--- src/rtl/ff_chk_pkg.sv ---
// Shared types and default constants for the FF response checker.
// Holds the FSM state type and the default MISR polynomial, seed and width.
package ff_chk_pkg;

  localparam int          WIDTH_DEF = 12;
  localparam logic [11:0] POLY_DEF  = 12'h053;  // x^12+x^6+x^4+x+1
  localparam logic [11:0] SEED_DEF  = 12'h000;

  typedef enum logic [1:0] {
    IDLE  = 2'd0,
    RUN   = 2'd1,
    CHECK = 2'd2
  } state_e;

endpackage

--- src/rtl/misr_reg.sv ---
// Multiple-input signature register: a shift register with polynomial feedback
// and the observed word XORed in on every enabled cycle.
module misr_reg
  import ff_chk_pkg::*;
#(
  parameter int               WIDTH = WIDTH_DEF,
  parameter logic [WIDTH-1:0] POLY  = POLY_DEF,
  parameter logic [WIDTH-1:0] SEED  = SEED_DEF
) (
  input  logic             clk,
  input  logic             reset,
  input  logic             load,
  input  logic [WIDTH-1:0] seed,
  input  logic             shift_en,
  input  logic [WIDTH-1:0] din,
  output logic [WIDTH-1:0] sig
);

  logic [WIDTH-1:0] sig_q;
  logic [WIDTH-1:0] sig_d;

  always_comb begin
    sig_d = {sig_q[WIDTH-2:0], 1'b0} ^ (sig_q[WIDTH-1] ? POLY : '0) ^ din;
  end

  // The reset value is a constant so that an aborted window always restarts clean.
  always_ff @(posedge clk or negedge reset) begin
    if (!reset) begin
      sig_q <= SEED;
    end else if (load) begin
      sig_q <= seed;
    end else if (shift_en) begin
      sig_q <= sig_d;
    end
  end

  assign sig = sig_q;

endmodule

--- config.mk ---
export PLATFORM = sky130hd
export DESIGN_NAME = misr_reg
export DESIGN_NICKNAME = d
export VERILOG_FILES = /design/src/rtl/ff_chk_pkg.sv /design/src/rtl/misr_reg.sv
export SDC_FILE = /design/constraint.sdc
export NUM_CORES = 1
export LEC_CHECK = 0
export ABC_AREA = 1
export CAP_MARGIN = 5
export CORE_MARGIN = 5
export CORE_UTILIZATION = 39
export DETAILED_ROUTE_END_ITERATION = 16
export PLACE_DENSITY_LB_ADDON = 0.3
export SLEW_MARGIN = 20
export SYNTH_ARGS = -nofsm -noshare
export SYNTH_HDL_FRONTEND = slang
export SYNTH_SLANG_ARGS = --single-unit
--- constraint.sdc ---
create_clock -name clk -period 2.2 [get_ports clk]
set_input_delay 0.22 -clock clk [delete_from_list [all_inputs] [get_ports clk]]
set_output_delay 0.22 -clock clk [all_outputs]
set_load 0.005 [all_outputs]
Yosys cells after proc, flatten, opt, wreduce, memory -nomap -nowiden
Index checks and enable logic that the tools add are counted.

word-level totals
  register bits = 12
  bits of input ports = 28
  output and inout port bits = 12
  logic and storage cells = 7

operators by class
  multiplexer cells = 3
  bitwise operators = 2
  reduce and logical (&&, ||, !) cells = 1

operators by type and width
  cell               count
  $mux 12            2
  $xor 12x12->12     1
  $xor 12x7->12      1
  $mux 7             1
  $reduce_bool 2->1  1

Depth between registers and ports, before layout
  depth after elaboration = 5
  mapped depth = 6
  mapped depth without buffers = 5

Least setup slack after synthesis
No wires, ideal clock.

  kind = reg2reg
  from = reg sig_q[11] (netlist: sig[11])
  to = reg sig_q[6] (netlist: sig[6])
  setup time = 0.121 ns
  arrival time = 0.846 ns
  required time = 2.079 ns
  slack = 1.233 ns
  cell stages (with the launch flop) = 7
  buffers on the path = 1
  clock period less this slack = 0.967 ns
  path through = dfrtp_1 buf_2 inv_1 nand2_1 nand3_1 nand3_1 nand2_1

on the way
  word-level cells in the longest chain between the ends = 5

ends and longest elaborated chain
  element                 line            text
  start, declared         misr_reg.sv:19  logic [WIDTH-1:0] sig_q;
  start signal, assigned  misr_reg.sv:33  sig_q <= sig_d;
  $mux 7                  misr_reg.sv:23  sig_d = {sig_q[WIDTH-2:0], 1'b0} ^ (sig_q[WIDTH-1] ? POLY : '0) ^ din;
  $xor 12x7->12           misr_reg.sv:23
  $xor 12x12->12          misr_reg.sv:23
  $mux 12                 misr_reg.sv:32  end else if (shift_en) begin
  $mux 12                 misr_reg.sv:30  end else if (load) begin

Every way passes these cells. The select of a mux whose other input is x is not followed.
A chain may end at the register's enable or synchronous reset.

Worst setup path after layout
  from = reg sig_q[11] (netlist: sig[11])
  to = out sig[11]

RTL lines
  element        line            text
  end, declared  misr_reg.sv:16  output logic [WIDTH-1:0] sig

No word-level cell between the ends.

==> metrics.cfg <==
[routing]
wl_per_cell_um=13.9
drt_iter0_drc=15
drc=0
via_count=686
drt-pass1-iter-count=4
wl_mm=1.88
avgViaCountPerCell=5.08
antenna_left=0

[yosys]
synth-seq-area-share_pct=44.2
ys_warn_count=0
synthesis.nets=105
synthesis.area_sq_um=679
ys_ff_latch=12
yosysUniqueCellTypes=13
syn_area_per_cell_sq_um=8.82
synthCells=77

[floorplan]
ios=40
die-area_sq_um=2680
core_area_sq_um=1690
num_rows=15
die_y_um=51.7
die_x_um=51.7
initial_core_util_pct=40.2

[min_path]
hold_path.class=in -> async

[cts]
cts_resized=0
cts_hold_buf=0
cts_sinks=12
clkTransAtPathRegs_ns=0.08
clock-root-buffer=clkbuf_4
cts_setup_buffers=0
cts_tree=done
cts.path.max_buffers=2
cts_buffers=3
insertion_delay_ns=0.27
cts_max_level=1

[timing]
fin_setup_tns_ns=0
setup_viol=0
fin_crit_ns=1.58
hold_viol=0
finClkSkew_ns=0.00219
finalMaxSlewViolations=0
finalCritPeriodShare_pct=71.7
relSlewSlack_pct=63.3
whs_ns=0.296
worst_slew_pin_slew_ns=0.548
rsz0062_at_grt=no
fin_ws_ns=0.622
max_freq_mhz=634

[final_layout]
synthToLayoutAreaGrowth_pct=63.9
largest_reg_flops=12
mostFrequentLayoutCells=clkdlybuf4s50_1 (39), nand2_1 (15), a22oi_1 (12), dfrtp_1 (12), xnor2_1 (9)
utilization_pct=65.9
nets=147
drive_gt1_share_pct=6.78
design_area_sq_um=1110
fin_cells=135
final_common_cell=clkdlybuf4s50_1
diodes=0

[worst_setup_path]
critPathSlowestCell=clkdlybuf4s50_1
cp_max_fo=10
crit_type=reg -> out
cpPeakStageDelay_ns=0.56
path_delay_family=buffers and inverters
worstPathRequired_ns=1.98
crit_arrival_ns=1.36
cp_num_buf_inv=1
crit_chain=clkdlybuf4s50_1
end_kind=output pin
worstSetupStartpointType=flip-flop

[placed_design]
io_buffers=39
pre_cts_ws_ns=0.693
placed_area_sq_um=1080
place_hpwl_mm=1.54
dp_cells=131
place_congestion=0.720

[job]
drv_cap=0

[grt]
grt_antenna_before_repair=0
grtUsageTotal_pct=15.2
grt_util_met3_pct=5.16
grt-busiest-layer=met2
grt_pass1_vias=714
grt_max_degree=15
use_met2_pct=27.3
use_met1_pct=17.6
grt-ovfl-total=0
grt_pass1_wl_mm=3.06

[power]
finalPower_uw=657
peakVddDrop_mv=0.467
power_leakage_nw=0.460
p_per_area_nw_per_um2=590

[status]
status=completed

## per-layer routing
layer / vias up / share of wire [%] / routed length [um]
li1: 347 / - / -
met1: 319 / 39 / 730
met2: 18 / 54 / 1010
met3: 2 / 6.8 / 127
met4: 0 / 0.64 / 12
met5: - / 0 / 0
## final timing paths
path                               from  endpoint  slack, ns  cells past startpoint
worst max-delay path            sig[11]   sig[11]       0.62                      1
worst min-delay path              reset   sig[10]       0.30                      1
worst max register to register  sig[11]    sig[6]       1.05                      5
worst min register to register   sig[1]    sig[1]       0.56                      2
max in group asynchronous         reset    sig[4]       1.54                      1
min in group clk                 sig[1]    sig[1]       0.56                      2
## where the power goes
| part | leakage (nW) | switching (mW) | internal, mW |
|---|---|---|---|
| clock network | 0.0210 | 0.0755 | 0.101 |
| logic | 0.294 | 0.0729 | 0.130 |
| registers | 0.145 | 0.0319 | 0.246 |
| total | 0.460 | 0.180 | 0.477 |
## Yosys cell counts
| cell type | number | area share (%) |
|---|---|---|
| dfrtp_1 | 12 | 44 |
| o21ai_0 | 2 | 1.5 |
| nand2_1 | 15 | 8.3 |
| o21ai_1 | 7 | 5.2 |
| inv_1 | 5 | 2.8 |
| nand3_1 | 6 | 4.4 |
| nor2_2 | 2 | 1.8 |
| xnor2_1 | 9 | 12 |
| a22oi_1 | 12 | 13 |
| inv_2 | 1 | 0.55 |
| nand3b_1 | 3 | 3.3 |
| buf_2 | 2 | 1.5 |
| buf_6 | 1 | 1.7 |
## worst reg2reg max path, delay by kind of cell (launching register included)
family | cells | cell delay (ns)
buffers and inverters | 1 | 0.18
DFF | 1 | 0.52
and+or+nand+nor | 4 | 0.34
## logic make-up (layout without fill, tap and decap cells)
| group | count (synthesis) | after routing | share of synthesized area (%) |
|---|---|---|---|
| AND/OR/NAND/NOR | 26 | 26 | 17.9 |
| AO/OA/AOI/OAI | 21 | 21 | 19.9 |
| flip-flops | 12 | 12 | 44.2 |
| XOR/XNOR | 9 | 9 | 11.6 |
| buffers and inverters | 9 | 50 | 6.45 |
## area by class of cell
cell class	instances	area [sq um]
inverters	6	22.5
flip-flops and latches	12	300
repair buffers	40	398
fillers	159	576
well taps	17	21.3
clock buffers	4	36.3
multi-input cells	56	335
(Power assumes the default switching activity.)
